**src/rtl/bp_unicore_l2_dma_mux_if.sv**
```systemverilog
// DMA bus between the L2 bank array, the bank-to-DRAM mux and the top-level DRAM DMA port.
// The slave modport is the mux view; master is the view of whatever surrounds it.
interface bp_unicore_l2_dma_mux_if #(
  parameter int num_banks_p  = 2,
  parameter int addr_width_p = 28,
  parameter int data_width_p = 64
);
  localparam int pkt_width_lp = 1 + addr_width_p;

  // Handshakes: v/ready transfers when both are high in a cycle; v/yumi means the consumer
  // asserts yumi only while v is high, and the transfer happens in that same cycle.
  logic [num_banks_p*pkt_width_lp-1:0] bank_dma_pkt_i;
  logic [num_banks_p-1:0]              bank_dma_pkt_v_i;
  logic [num_banks_p-1:0]              bank_dma_pkt_yumi_o;
  logic [num_banks_p*data_width_p-1:0] bank_dma_data_o;
  logic [num_banks_p-1:0]              bank_dma_data_v_o;
  logic [num_banks_p-1:0]              bank_dma_data_ready_and_i;
  logic [num_banks_p*data_width_p-1:0] bank_dma_data_i;
  logic [num_banks_p-1:0]              bank_dma_data_v_i;
  logic [num_banks_p-1:0]              bank_dma_data_yumi_o;
  logic [pkt_width_lp-1:0]             dma_pkt_o;
  logic                                dma_pkt_v_o;
  logic                                dma_pkt_yumi_i;
  logic [data_width_p-1:0]             dma_data_i;
  logic                                dma_data_v_i;
  logic                                dma_data_ready_and_o;
  logic [data_width_p-1:0]             dma_data_o;
  logic                                dma_data_v_o;
  logic                                dma_data_yumi_i;
  logic                                dbg_arb_state_o;

  modport slave (
    input  bank_dma_pkt_i, bank_dma_pkt_v_i, bank_dma_data_ready_and_i, bank_dma_data_i,
           bank_dma_data_v_i, dma_pkt_yumi_i, dma_data_i, dma_data_v_i, dma_data_yumi_i,
    output bank_dma_pkt_yumi_o, bank_dma_data_o, bank_dma_data_v_o, bank_dma_data_yumi_o,
           dma_pkt_o, dma_pkt_v_o, dma_data_ready_and_o, dma_data_o, dma_data_v_o,
           dbg_arb_state_o
  );

  modport master (
    output bank_dma_pkt_i, bank_dma_pkt_v_i, bank_dma_data_ready_and_i, bank_dma_data_i,
           bank_dma_data_v_i, dma_pkt_yumi_i, dma_data_i, dma_data_v_i, dma_data_yumi_i,
    input  bank_dma_pkt_yumi_o, bank_dma_data_o, bank_dma_data_v_o, bank_dma_data_yumi_o,
           dma_pkt_o, dma_pkt_v_o, dma_data_ready_and_o, dma_data_o, dma_data_v_o,
           dbg_arb_state_o
  );
endinterface

```
**src/rtl/bp_unicore_l2_dma_mux.sv**
```systemverilog
// Merges the DMA ports of several L2 banks onto one DRAM DMA port: round-robin packet
// arbitration, in-order fill routing by read-tag FIFO, eviction streaming by write-tag FIFO.
module bp_unicore_l2_dma_mux #(
  parameter int num_banks_p       = 2,
  parameter int addr_width_p      = 28,
  parameter int data_width_p      = 64,
  parameter int block_width_p     = 512,
  parameter int max_outstanding_p = 4
) (
  input logic                    clk_i,
  input logic                    reset_i,
  bp_unicore_l2_dma_mux_if.slave bus
);
  localparam int pkt_width_lp = 1 + addr_width_p;
  localparam int beats_lp     = block_width_p / data_width_p;
  localparam int id_w_lp      = (num_banks_p > 1) ? $clog2(num_banks_p) : 1;
  localparam int ptr_w_lp     = (max_outstanding_p > 1) ? $clog2(max_outstanding_p) : 1;
  localparam int cnt_w_lp     = $clog2(max_outstanding_p + 1);
  localparam int beat_w_lp    = (beats_lp > 1) ? $clog2(beats_lp) : 1;

  if ((block_width_p % data_width_p) != 0 || beats_lp < 1) begin : g_bad_cfg
    $error("block_width_p must be a positive multiple of data_width_p");
  end

  typedef enum logic {ST_UNLOCKED = 1'b0, ST_LOCKED = 1'b1} arb_state_e;

  arb_state_e                r_state, w_state_n;
  logic [id_w_lp-1:0]        r_lock_bank, r_rr, w_pick, w_gnt;
  logic                      w_pick_v, w_gnt_v, w_accept;
  logic [pkt_width_lp-1:0]   w_pkt [num_banks_p];
  logic [num_banks_p-1:0]    w_elig;

  // Tag FIFO index 0 holds read (fill) tags, index 1 holds write (evict) tags.
  logic [id_w_lp-1:0]        r_mem  [2][max_outstanding_p];
  logic [ptr_w_lp-1:0]       r_wptr [2];
  logic [ptr_w_lp-1:0]       r_rptr [2];
  logic [cnt_w_lp-1:0]       r_cnt  [2];
  logic [beat_w_lp-1:0]      r_beat [2];
  logic [id_w_lp-1:0]        w_head [2];
  logic [1:0]                w_push, w_pop, w_xfer, w_full, w_empty;
  logic                      w_evict_v;

  function automatic logic [ptr_w_lp-1:0] ptr_inc(input logic [ptr_w_lp-1:0] p);
    return (p == ptr_w_lp'(max_outstanding_p - 1)) ? '0 : p + ptr_w_lp'(1);
  endfunction

  always_comb begin
    for (int f = 0; f < 2; f++) begin
      w_full[f]  = (r_cnt[f] == cnt_w_lp'(max_outstanding_p));
      w_empty[f] = (r_cnt[f] == '0);
      w_head[f]  = r_mem[f][r_rptr[f]];
    end
  end

  // A bank is eligible only if the tag FIFO matching its packet type has room.
  always_comb begin
    for (int k = 0; k < num_banks_p; k++) begin
      w_pkt[k]  = bus.bank_dma_pkt_i[k*pkt_width_lp +: pkt_width_lp];
      w_elig[k] = bus.bank_dma_pkt_v_i[k] & ~w_full[w_pkt[k][pkt_width_lp-1]];
    end
  end

  always_comb begin
    w_pick   = '0;
    w_pick_v = 1'b0;
    for (int i = 0; i < num_banks_p; i++) begin
      if (!w_pick_v && w_elig[(int'(r_rr) + i) % num_banks_p]) begin
        w_pick_v = 1'b1;
        w_pick   = id_w_lp'((int'(r_rr) + i) % num_banks_p);
      end
    end
  end

  always_ff @(posedge clk_i) begin
    if (reset_i) r_state <= ST_UNLOCKED;
    else         r_state <= w_state_n;
  end

  always_comb begin
    w_state_n = r_state;
    unique case (r_state)
      ST_UNLOCKED: if (w_pick_v && !bus.dma_pkt_yumi_i) w_state_n = ST_LOCKED;
      ST_LOCKED:   if (bus.dma_pkt_yumi_i)              w_state_n = ST_UNLOCKED;
      default:     w_state_n = ST_UNLOCKED;
    endcase
  end

  // Once locked the granted bank holds its packet, so eligibility is not re-evaluated.
  always_comb begin
    w_gnt    = (r_state == ST_LOCKED) ? r_lock_bank : w_pick;
    w_gnt_v  = ((r_state == ST_LOCKED) | w_pick_v) & ~reset_i;
    w_accept = w_gnt_v & bus.dma_pkt_yumi_i;
    bus.dma_pkt_v_o         = w_gnt_v;
    bus.dma_pkt_o           = w_pkt[w_gnt];
    bus.bank_dma_pkt_yumi_o = '0;
    if (w_accept) bus.bank_dma_pkt_yumi_o[w_gnt] = 1'b1;
    w_push[0] = w_accept & ~w_pkt[w_gnt][pkt_width_lp-1];
    w_push[1] = w_accept &  w_pkt[w_gnt][pkt_width_lp-1];
    bus.dbg_arb_state_o = r_state;
  end

  always_ff @(posedge clk_i) begin
    if (reset_i) begin
      r_lock_bank <= '0;
      r_rr        <= '0;
    end else begin
      if (r_state == ST_UNLOCKED && w_pick_v) r_lock_bank <= w_pick;
      if (w_accept) r_rr <= (w_gnt == id_w_lp'(num_banks_p - 1)) ? '0 : w_gnt + id_w_lp'(1);
    end
  end

  // Fill beats are broadcast; only the bank at the read-FIFO head sees valid.
  always_comb begin
    bus.bank_dma_data_o      = {num_banks_p{bus.dma_data_i}};
    bus.dma_data_ready_and_o = ~w_empty[0] & bus.bank_dma_data_ready_and_i[w_head[0]] & ~reset_i;
    bus.bank_dma_data_v_o    = '0;
    if (!w_empty[0] && bus.dma_data_v_i && !reset_i) bus.bank_dma_data_v_o[w_head[0]] = 1'b1;
    w_xfer[0] = bus.dma_data_ready_and_o & bus.dma_data_v_i;

    w_evict_v        = ~w_empty[1] & bus.bank_dma_data_v_i[w_head[1]] & ~reset_i;
    bus.dma_data_v_o = w_evict_v;
    bus.dma_data_o   = bus.bank_dma_data_i[int'(w_head[1])*data_width_p +: data_width_p];
    bus.bank_dma_data_yumi_o = '0;
    if (w_evict_v && bus.dma_data_yumi_i) bus.bank_dma_data_yumi_o[w_head[1]] = 1'b1;
    w_xfer[1] = w_evict_v & bus.dma_data_yumi_i;
  end

  always_comb begin
    for (int f = 0; f < 2; f++) w_pop[f] = w_xfer[f] & (r_beat[f] == beat_w_lp'(beats_lp - 1));
  end

  always_ff @(posedge clk_i) begin
    for (int f = 0; f < 2; f++) begin
      if (reset_i) begin
        r_wptr[f] <= '0;
        r_rptr[f] <= '0;
        r_cnt[f]  <= '0;
        r_beat[f] <= '0;
      end else begin
        if (w_push[f]) begin
          r_mem[f][r_wptr[f]] <= w_gnt;
          r_wptr[f]           <= ptr_inc(r_wptr[f]);
        end
        if (w_pop[f]) r_rptr[f] <= ptr_inc(r_rptr[f]);
        unique case ({w_push[f], w_pop[f]})
          2'b10:   r_cnt[f] <= r_cnt[f] + cnt_w_lp'(1);
          2'b01:   r_cnt[f] <= r_cnt[f] - cnt_w_lp'(1);
          default: r_cnt[f] <= r_cnt[f];
        endcase
        if (w_xfer[f]) r_beat[f] <= w_pop[f] ? '0 : r_beat[f] + beat_w_lp'(1);
      end
    end
  end

  a_yumi_needs_valid: assert property (@(posedge clk_i) disable iff (reset_i)
    bus.dma_pkt_yumi_i |-> bus.dma_pkt_v_o)
    else $error("dma_pkt_yumi_i asserted without dma_pkt_v_o");

endmodule
```
**src/flat_wrapper.sv**
```systemverilog
// flat-port wrapper written by rule: the top's interface ports become plain ports
module bp_unicore_l2_dma_mux_flat 
#(
  parameter int num_banks_p       = 2,
  parameter int addr_width_p      = 28,
  parameter int data_width_p      = 64,
  parameter int block_width_p     = 512,
  parameter int max_outstanding_p = 4
)
  (clk_i, reset_i, bus_bank_dma_pkt_i, bus_bank_dma_pkt_v_i, bus_bank_dma_data_ready_and_i, bus_bank_dma_data_i, bus_bank_dma_data_v_i, bus_dma_pkt_yumi_i, bus_dma_data_i, bus_dma_data_v_i, bus_dma_data_yumi_i, bus_bank_dma_pkt_yumi_o, bus_bank_dma_data_o, bus_bank_dma_data_v_o, bus_bank_dma_data_yumi_o, bus_dma_pkt_o, bus_dma_pkt_v_o, bus_dma_data_ready_and_o, bus_dma_data_o, bus_dma_data_v_o, bus_dbg_arb_state_o);
  bp_unicore_l2_dma_mux_if #(.num_banks_p(num_banks_p), .addr_width_p(addr_width_p), .data_width_p(data_width_p)) bus_i ();
  input logic clk_i;
  input logic reset_i;
  input wire logic [$bits(bus_i.bank_dma_pkt_i)-1:0] bus_bank_dma_pkt_i;
  input wire logic [$bits(bus_i.bank_dma_pkt_v_i)-1:0] bus_bank_dma_pkt_v_i;
  input wire logic [$bits(bus_i.bank_dma_data_ready_and_i)-1:0] bus_bank_dma_data_ready_and_i;
  input wire logic [$bits(bus_i.bank_dma_data_i)-1:0] bus_bank_dma_data_i;
  input wire logic [$bits(bus_i.bank_dma_data_v_i)-1:0] bus_bank_dma_data_v_i;
  input wire logic [$bits(bus_i.dma_pkt_yumi_i)-1:0] bus_dma_pkt_yumi_i;
  input wire logic [$bits(bus_i.dma_data_i)-1:0] bus_dma_data_i;
  input wire logic [$bits(bus_i.dma_data_v_i)-1:0] bus_dma_data_v_i;
  input wire logic [$bits(bus_i.dma_data_yumi_i)-1:0] bus_dma_data_yumi_i;
  output wire logic [$bits(bus_i.bank_dma_pkt_yumi_o)-1:0] bus_bank_dma_pkt_yumi_o;
  output wire logic [$bits(bus_i.bank_dma_data_o)-1:0] bus_bank_dma_data_o;
  output wire logic [$bits(bus_i.bank_dma_data_v_o)-1:0] bus_bank_dma_data_v_o;
  output wire logic [$bits(bus_i.bank_dma_data_yumi_o)-1:0] bus_bank_dma_data_yumi_o;
  output wire logic [$bits(bus_i.dma_pkt_o)-1:0] bus_dma_pkt_o;
  output wire logic [$bits(bus_i.dma_pkt_v_o)-1:0] bus_dma_pkt_v_o;
  output wire logic [$bits(bus_i.dma_data_ready_and_o)-1:0] bus_dma_data_ready_and_o;
  output wire logic [$bits(bus_i.dma_data_o)-1:0] bus_dma_data_o;
  output wire logic [$bits(bus_i.dma_data_v_o)-1:0] bus_dma_data_v_o;
  output wire logic [$bits(bus_i.dbg_arb_state_o)-1:0] bus_dbg_arb_state_o;
  assign bus_i.bank_dma_pkt_i = bus_bank_dma_pkt_i;
  assign bus_i.bank_dma_pkt_v_i = bus_bank_dma_pkt_v_i;
  assign bus_i.bank_dma_data_ready_and_i = bus_bank_dma_data_ready_and_i;
  assign bus_i.bank_dma_data_i = bus_bank_dma_data_i;
  assign bus_i.bank_dma_data_v_i = bus_bank_dma_data_v_i;
  assign bus_i.dma_pkt_yumi_i = bus_dma_pkt_yumi_i;
  assign bus_i.dma_data_i = bus_dma_data_i;
  assign bus_i.dma_data_v_i = bus_dma_data_v_i;
  assign bus_i.dma_data_yumi_i = bus_dma_data_yumi_i;
  assign bus_bank_dma_pkt_yumi_o = bus_i.bank_dma_pkt_yumi_o;
  assign bus_bank_dma_data_o = bus_i.bank_dma_data_o;
  assign bus_bank_dma_data_v_o = bus_i.bank_dma_data_v_o;
  assign bus_bank_dma_data_yumi_o = bus_i.bank_dma_data_yumi_o;
  assign bus_dma_pkt_o = bus_i.dma_pkt_o;
  assign bus_dma_pkt_v_o = bus_i.dma_pkt_v_o;
  assign bus_dma_data_ready_and_o = bus_i.dma_data_ready_and_o;
  assign bus_dma_data_o = bus_i.dma_data_o;
  assign bus_dma_data_v_o = bus_i.dma_data_v_o;
  assign bus_dbg_arb_state_o = bus_i.dbg_arb_state_o;
  bp_unicore_l2_dma_mux #(.num_banks_p(num_banks_p), .addr_width_p(addr_width_p), .data_width_p(data_width_p), .block_width_p(block_width_p), .max_outstanding_p(max_outstanding_p)) u_core (.clk_i(clk_i), .reset_i(reset_i), .bus(bus_i));
endmodule
```
**config.mk**
```make
export PLATFORM = sky130hd
export DESIGN_NAME = bp_unicore_l2_dma_mux_flat
export DESIGN_NICKNAME = d
export VERILOG_FILES = /design/src/rtl/bp_unicore_l2_dma_mux_if.sv /design/src/rtl/bp_unicore_l2_dma_mux.sv /design/src/flat_wrapper.sv
export SDC_FILE = /design/constraint.sdc
export NUM_CORES = 1
export LEC_CHECK = 0
export BUFFER_PORTS_ARGS = -buffer_cell sky130_fd_sc_hd__buf_4
export CORE_AREA = 2 2 189 191
export CTS_CLUSTER_DIAMETER = 60
export DETAILED_ROUTE_END_ITERATION = 12
export DIE_AREA = 0 0 191 193
export PLACE_DENSITY = 0.43
export SKIP_CTS_REPAIR_TIMING = 1
export SLEW_MARGIN = 0
export SYNTH_ARGS = -nofsm -noshare
export SYNTH_HDL_FRONTEND = slang
export SYNTH_SLANG_ARGS = --single-unit
```
**constraint.sdc**
```tcl
create_clock -name clk_i -period 3.5 [get_ports clk_i]
set_input_delay 0 -clock clk_i [delete_from_list [all_inputs] [get_ports clk_i]]
set_output_delay 0 -clock clk_i [all_outputs]
set_load 0.01 [all_outputs]
```
# Word-level counts from Yosys, hierarchy flattened
# Memories as Yosys holds them, arrays and structs flattened.
# Cells that the tools add are included.
dict set report op_classes {
  n_addsub 12
  order_cmp 17
  eq_ne 12
  shift 1
  muxes 105
  bitwise 40
  reduce_logical 20
}
# op count
set ops {}
lappend ops {{$shiftx 128x8->64} 1}
lappend ops {{$mux 29} 3}
lappend ops {{$mux 1} 69}
lappend ops {{$mux 3} 10}
lappend ops {{$mux 2} 11}
lappend ops {{$mux 4} 4}
lappend ops {{$and 1x1->1} 14}
lappend ops {{$or 1x1->1} 13}
lappend ops {{$add 3x1->3 const B} 4}
lappend ops {{$eq 2x2->1 const B} 6}
lappend ops {{$eq 3x3->1 const B} 4}
lappend ops {{$ge 3x3->1 const B} 4}
lappend ops {{$lt 1x2->1 const B} 6}
lappend ops {{$not 2->3} 4}
lappend ops {{$logic_and 1x1->1} 11}
lappend ops {{$add 2x1->2 const B} 4}
lappend ops {{$not 1->1} 7}
lappend ops {{$logic_not 3->1} 2}
lappend ops {{$lt 3x1->1 const B} 2}
lappend ops {{$sub 3x1->3 const B} 2}
lappend ops {{$bmux 1 s2} 2}
lappend ops {{$demux 1 s2} 2}
lappend ops {{$eq 2x1->1 const B} 2}
lappend ops {{$logic_not 1->1} 4}
lappend ops {{10 further kinds} 16}
dict set report word_totals {
  register_bits 3
  ramBits 28
  inputBits 261
  output_inout_bits 231
  word_cells 215
  n_memories 5
}
# name depth width read_ports rd_ports_with_merged_regs write_ports line
set mem_list {}
lappend mem_list {u_core.r_mem 2 4 2 0 1 bp_unicore_l2_dma_mux.sv:34} ;# logic [id_w_lp-1:0] r_mem [2][max_outstanding_p];
lappend mem_list {u_core.r_beat 2 3 2 0 2 bp_unicore_l2_dma_mux.sv:38} ;# logic [beat_w_lp-1:0] r_beat [2];
lappend mem_list {u_core.r_cnt 2 3 2 0 2 bp_unicore_l2_dma_mux.sv:37} ;# logic [cnt_w_lp-1:0] r_cnt [2];
lappend mem_list {u_core.r_rptr 2 2 2 0 2 bp_unicore_l2_dma_mux.sv:36} ;# logic [ptr_w_lp-1:0] r_rptr [2];
lappend mem_list {u_core.r_wptr 2 2 2 0 2 bp_unicore_l2_dma_mux.sv:35} ;# logic [ptr_w_lp-1:0] r_wptr [2];

# Depth between registers and ports, before layout
# Gate-level depths: netlist of run 1.
dict set report logic_depth {
  word_depth 25
  ltp_mapped 15
  ltp_nobuf 15
}

# Worst setup path before layout of run 1
# Ideal clock, no wire load.
dict set report synth_path {
  path_type {reg-to-reg}
  from {memory u_core.r_rptr[1][0] (netlist bit)}
  to {memory u_core.r_cnt[1][2] (netlist bit) (data pin)}
  setup_ps 269
  t_arrival_ps 2552
  required_time_ps 3231
  path_slack_ps 679
  path_stages_with_launch 14
  n_path_buf 0
  period_less_slack_ps 2821
  path_cell_list {edfxtp_1 -> mux4_2 -> mux2i_1 -> nor3_2 -> nand3_2 -> inv_1 -> ha_1 -> nand2_1 -> xnor2_1 -> ha_1 -> nor3_1 -> a21oi_1 -> xor2_1 -> nor3_1}
}
# element line
set synth_rtl {}
lappend synth_rtl {{start: declaration} bp_unicore_l2_dma_mux.sv:36}
lappend synth_rtl {{end: declaration} bp_unicore_l2_dma_mux.sv:37}

==> results of run 1 <==
cell families (layout without fill, tap and decap cells):
family                     after synthesis  after routing  synth area share, %
and+or+nand+nor                         72             72                 11.5
DFF                                     31             31                 22.2
xor gates and xnor gates                 2              2                0.432
buffers and inverters                  161            331                 27.5
adders and majority gates               22             22                 6.79
AOI/OAI and AO/OA                       18             18                 4.07
muxes                                   97             97                 27.4
final timing paths:
kind / start / end / slack [ps] / depth (start not counted)
setup / recovery: u_core.r_rptr[1][0] / u_core.r_cnt[1][2] / 440 / 13
hold / removal: bus_dma_data_i[17] / bus_bank_dma_data_o[81] / 0.005 / 0
setup reg to reg: u_core.r_rptr[1][0] / u_core.r_cnt[1][2] / 440 / 13
hold reg to reg: u_core.r_lock_bank / u_core.r_lock_bank / 500 / 2
per-layer routing:
layer  track usage [%]  part of all wire (%)  up-vias
li1                  -                     -     1611
met1              9.78                    40     1472
met2              12.1                    44      235
met3              3.66                    12       53
met4              3.55                   3.6        0
met5                 0                     0        -
flip-flops by register name (all words and copies together), names as in the netlist:
name	flops
u_core.bus.dbg_arb_state_o	1
u_core.r_beat	6
u_core.r_cnt	6
u_core.r_lock_bank	1
u_core.r_mem	8
u_core.r_rptr	4
u_core.r_rr	1
u_core.r_wptr	4
synth_stat cells, types with 2 or more instances:
library cell    n
inv_1          21
o21ai_0         5
clkbuf_1        2
dfxtp_1         3
nand3b_1        2
edfxtp_1       28
nor2b_1         3
mux2_1          3
buf_6           3
buf_2           7
nor3_1         13
mux2_2         90
mux4_2          2
nor3b_1         6
ha_1           22
mux2i_1         2
nand2_1        10
and2_1          7
nor3b_2         2
nor2_1         15
buf_4         128
a21oi_1         3
and3_1          2
final cells by class:
type | count | area [um^2] | area share (%)
multi-input combinational | 211 | 2040 | 34.0
timing repair buffer | 303 | 2280 | 37.9
clock inverter | 2 | 8.76 | 0.146
inverter | 21 | 78.8 | 1.31
clock buffer | 5 | 125 | 2.08
tap | 461 | 577 | 9.60
sequential | 31 | 901 | 15.0
stage by stage:
stage | worst slack (ps) | instances | power, W
after global placement | 491 | 1026 | 0.00112
after CTS | 422 | 1033 | 0.00153
final | 439 | 1034 | 0.00150
after floorplan | 679 | 403 | 0.000876
after detailed placement | 442 | 1026 | 0.00112
after global routing | 197 | 1034 | 0.00159
layout by cell type, fill, tap and decap left out, types with 5 or more instances in the layout:
cell       synthesis  final
and2_1             7      7
nor3b_1            6      6
clkbuf_16          0      5
nand2_1           10     10
buf_4            128    302
o21ai_0            5      5
ha_1              22     22
edfxtp_1          28     28
inv_1             21     21
nor2_1            15     15
mux2_2            90     90
nor3_1            13     13
power groups by stage:
stage / logic [W] / clock network, W / registers (W)
2_1_floorplan: 0.000428 / 0 / 0.000448
3_3_place_gp: 0.000666 / 0 / 0.000451
3_5_place_dp: 0.000665 / 0 / 0.000452
4_1_cts: 0.000668 / 0.000420 / 0.000444
5_1_grt: 0.000710 / 0.000436 / 0.000447
6_report: 0.000652 / 0.000404 / 0.000444
==> summary.txt, run 1 <==
Outcome
  • Run status: finished, final reports clean

Setup path
  • CP Data Required Time: ~3500 ps
  • Critical path launch point type: flop
  • Slowest cell delay on critical path: roughly 670 ps
  • Arrival @ worst endpoint: a little over 3000 ps
  • Worst Path Buf+Inv: 1
  • CP Class: flop to flop
  • Critical path's top delay family: multiplexers
  • Slowest library cell on the worst path: mux4_4
  • Crit-path cells: mux4_4, mux2i_1, nor3_2, nand3_2, inv_1, ha_1, nand2_1, xnor2_1, ha_1, nor3_1, a21oi_1, xor2_1, nor3_1
  • Endpoint type of the worst setup path: flop
  • CP max FO: 5

Detailed routing
  • Avg WL per Cell: ~16 um
  • DR vias: 3371
  • Pre-antenna DRT Iters: 4
  • DRT antenna net count: 0
  • Via density: ~3.3
  • # DRC: 0
  • Initial detailed-routing violation count: 63
  • Post-Route WL: 16.6 mm

Run
  • # Max-Cap Violations: 0

Timing
  • Crit share post-route: around 87%
  • Final Hold Fails: 0
  • F_max: 0.327 GHz
  • Clock period minus worst slack: 3060 ps
  • Worst Skew: around 2.7 ps
  • Post-route setup TNS: 0 ps
  • Slew @ Worst Pin: 948 ps
  • Final Setup Violations: 0
  • Slew margin rel.: a little under two fifths
  • Unrepaired setup endpoints after global routing: no
  • Slew Viols, Final: 0
  • Final hold slack: around 0.0047 ps

Hold path
  • Hold Crit Class: primary input to output port

Power and ir drop
  • Switch share: between 20% and 30%
  • Clk network pwr share: between 20% and 30%
  • Comb power frac: between 40% and 50%
  • Flop pwr share: between 20 and 30%
  • Int Pwr: between 0.001 and 0.0015 W
  • P_leak: ~2.7 nW
  • NetSw: between 0.0004 and 0.0005 W
  • VDD IR max: ~140 uV
  • Power Density: around 250 nW/um^2

Yosys
  • Async SR Flop Fraction: 0%
  • Top-area cell type share of the netlist area: roughly 25%
  • Main flop type after synthesis: edfxtp_1
  • Mean post-synth cell area: roughly 10 um^2
  • Synth cell types: 47
  • Synth Net Count: around 690
  • Synth top area cells: mux2_2 25%, buf_4 24%, edfxtp_1 21%
  • Synth Warn #: 0
  • Post-synth top area cell: mux2_2
  • Register area share after synthesis: 22.2%
  • Post-synth EDFFs: 28
  • Yosys reg bits: 31
  • Cells after synthesis: 403
  • Synth Cell Area: roughly 4100 um^2

Clock tree
  • CTS buffer count: 5
  • CTS tree: done
  • Clk buf depth: 2
  • H-Tree Depth: 2
  • Clock slew at reported path FFs: approximately 50 ps
  • Root Driver: clkbuf_16
  • Worst-Skew Late Latency: between 200 and 300 ps
  • Sink Count: 31

GRT
  • Vias in the first global route: between 3000 and 4000
  • Total GRT Usage: between 8 and 9%
  • Initial antenna violation count: 0
  • Largest net degree at the start of global routing: 67
  • GRT overflow: 0
  • First-pass GRT wire length: 21.3 mm

Floorplanning
  • Core area: 35000 um^2
  • Die Area: roughly 37000 um^2
  • Die W: around 190 um
  • Rows: 69
  • Starting Density: between 10% and 20%
  • Die height: between 150 and 200 um
  • Ports: about 490

Layout
  • Layout Utilization: 17.2%
  • N_diodes: 0
  • Fill cells: between 3000 and 4000
  • Post-route cell area: between 6000 and 7000 um^2
  • Area Overhead vs Synth: 48.2%
  • Layout cells sized above 1: 72.3%
  • NumNets Final: about 860

Place
  • Port Buffer Count: ~300
  • GP Congestion: 0.706
  • DP HPWL: roughly 15 mm
  • Placed instance area: 5860 um^2
(Power assumes the default switching activity.)
==> run 2: changes to the inputs <==
CORE_AREA = 2 2 193 195   (was 2 2 189 191)
DIE_AREA = 0 0 195 197   (was 0 0 191 193)
clock period = 2.45 ns   (was 3.5 ns; I/O delays follow)
==> run 2 against run 1 <==
  * The flow now finishes with violations (setup timing)
  * Routed wire length grew 2.1%
  * Hold slack about the same
  * Largest power group unchanged
  * Critical endpoint unchanged
  * Critical path depth stayed put
  * Sequential share of layout area fell by 1.5 points
  * Via count grew 6.2%
  * Worst setup slack worse by 830 ps
  * Non-clock buffer count rose by 45
  * Combinational power grew 66%
  * Sequential power rose by 41%
  * First-iteration DRC count up 27%
  * Power is 55% higher
==> summary.txt, run 2 (synthesized netlist as in run 1, its figures left out) <==
Layout
  • Most common cell after layout, fill and taps aside: buf_4
  • Final Non-Filler Cells: 1087 (+5.1%)
  • Largest register FFs: 8 (unchanged)
  • Post-route cell area: 6660 um^2 (+11%)
  • N_diodes: 0 (unchanged)
  • Area Overhead vs Synth: 64.3%
  • NumNets Final: 901 (+5.3%)
  • Commonest cells after routing, fill and taps aside: 337 x buf_4, 76 x mux2_2, 28 x edfxtp_1
  • Layout cells sized above 1: 78.5% (+6.3 points)

Power and ir drop
  • Int Pwr: 0.00167 W (+57%)
  • P_leak: 3.03 nW (+13%)
  • Switch share: 28.1% (-0.78 points)
  • NetSw: 0.000654 W (+51%)
  • Power Density: 349 nW/um^2 (+40%)
  • Clk network pwr share: 26.7% (-0.2 points)
  • Comb power frac: 46.3% (+2.9 points)
  • Flop pwr share: 27.0% (-2.6 points)
  • VDD IR max: 229 uV (+69%)

Detailed routing
  • # DRC: 0 (unchanged)
  • Post-Route WL: 17.0 mm (+2.1%)
  • Avg WL per Cell: 15.6 um (-2.9%)
  • DR vias: 3581 (+6.2%)
  • Initial detailed-routing violation count: 80 (+27%)
  • DRT antenna net count: 0 (unchanged)
  • Via density: 3.29 (+1.1%)
  • Pre-antenna DRT Iters: 4 (unchanged)

Timing
  • Slew @ Worst Pin: 443 ps (-505 ps)
  • Slew margin rel.: 70.1% (+33 points)
  • Unrepaired setup endpoints after global routing: yes
  • Worst Skew: 9.07 ps (+6.34 ps)
  • F_max: 0.352 GHz (+7.6%)
  • Final Hold Fails: 0 (unchanged)
  • Final Setup Violations: 6 (+6)
  • Setup ws final: -395 ps (-834 ps)
  • Crit share post-route: 116% (+29 points)
  • Post-route setup TNS: -832 ps (-832 ps)
  • Slew Viols, Final: 0 (unchanged)
  • Clock period minus worst slack: 2840 ps (-216 ps)

Place
  • Placed cell count: 1068 (+4.1%)
  • GP Congestion: 0.728 (+3.1%)
  • DP HPWL: 14.4 mm (-0.70%)
  • Placed instance area: 6150 um^2 (+4.9%)
  • Port Buffer Count: 299 (unchanged)
  • Worst slack at placement: -362 ps (-804 ps)

Setup path
  • CP Data Required Time: 2470 ps (-1040 ps)
  • Worst setup startpoint: u_core.r_rptr[1][0]
  • Arrival @ worst endpoint: 2870 ps (-200 ps)
  • CP max FO: 2 (-3)
  • Endpoint type of the worst setup path: flop
  • CP Class: flop to flop
  • Worst r2r src: u_core.r_rptr[1][0]
  • Critical path launch point type: flop

Clock tree
  • CTS buffer count: 5 (unchanged)
  • H-Tree Depth: 2 (unchanged)
  • Clk buf depth: 2 (unchanged)
  • Worst-Skew Late Latency: 280 ps (about the same)
  • CTS tree: done
  • Clock slew at reported path FFs: 50 ps (about the same)
  • Root Driver: clkbuf_16
  • Sink Count: 31 (unchanged)

Floorplanning
  • Die height: 197 um (+2.1%)
  • Starting Density: 11.2% (-0.41 points)
  • Rows: 70 (+1.4%)
  • Die W: 195 um (+2.1%)
  • Core area: 36300 um^2 (+3.7%)
  • Die Area: 38400 um^2 (+4.2%)
  • Ports: 492 (unchanged)

Hold path
  • Worst hold start: bus_dma_data_i[5]
  • Hold Crit Class: primary input to output port

Outcome
  • Failing checks: setup timing
  • Run status: finished, violations left

GRT
  • Largest net degree at the start of global routing: 47 (-30%)
  • First-pass GRT wire length: 22.0 mm (+3.1%)
  • GRT overflow: 0 (unchanged)
  • Total GRT Usage: 7.73% (-0.29 points)
  • Vias in the first global route: 3524 (+7.0%)
  • Initial antenna violation count: 0 (unchanged)

Run
  • # Max-Cap Violations: 0 (unchanged)
## run 2: changes by cell type in the layout (fill, tap and decap cells not counted), sizes merged
cell,delta
buf,+43
clkbuf,+4
clkinv,-1
## run 2: worst paths after layout
kind / depth (start not counted) / end / slack (ps)
max: 13 / u_core.r_cnt[1][2] / -390
max reg2reg: 13 / u_core.r_cnt[1][2] / -390
min reg2reg: 2 / u_core.r_lock_bank / 520
min: 0 / bus_bank_dma_data_o[69] / 0.005
## run 2: stage by stage
step / hold WS, ps / total power, W / util [%]
4_1_cts: -105 / 0.00227 / 17.4
5_1_grt: 0.0245 / 0.00245 / 18.4
6_report: 0.00491 / 0.00233 / 18.4
3_3_place_gp: 0.106 / 0.00164 / 17.0
3_5_place_dp: 0.106 / 0.00163 / 17.0
2_1_floorplan: 47.8 / 0.00125 / -
## run 2: final cells by class
class | count | area [um^2]
clock buffer | 7 | 143
clock inverter | 1 | 5.00
fill | 4040 | 29600
inverter | 21 | 78.8
multi-input combinational | 211 | 2240
sequential | 31 | 901
tap | 468 | 586
timing repair buffer | 348 | 2710
## run 2: power by group through the flow
stage | Sequential [W] | Clock, W | Combinational, W
after floorplan | 0.000640 | 0 | 0.000612
after global placement | 0.000638 | 0 | 0.00100
after detailed placement | 0.000638 | 0 | 0.000995
after CTS | 0.000628 | 0.000646 | 0.00100
after global routing | 0.000632 | 0.000660 | 0.00116
final | 0.000628 | 0.000622 | 0.00108
## run 2: layer usage
| layer | up-vias | routed length, um | GRT usage (%) |
|---|---|---|---|
| met5 | - | 0 | 0 |
| met4 | 0 | 595 | 3.34 |
| met3 | 65 | 1940 | 3.13 |
| met2 | 258 | 7920 | 12.3 |
| met1 | 1559 | 6510 | 9.19 |
| li1 | 1699 | - | - |
## run 2: critical path, stage by stage (launching register included)
cell	delay, ps
edfxtp_1	360
mux4_4	660
mux2i_2	190
nor3_2	220
nand3_2	130
inv_2	90
ha_4	150
nand2_4	50
xnor2_2	150
ha_2	210
nor3_2	40
a21oi_2	120
xor2_1	160
nor3_1	60
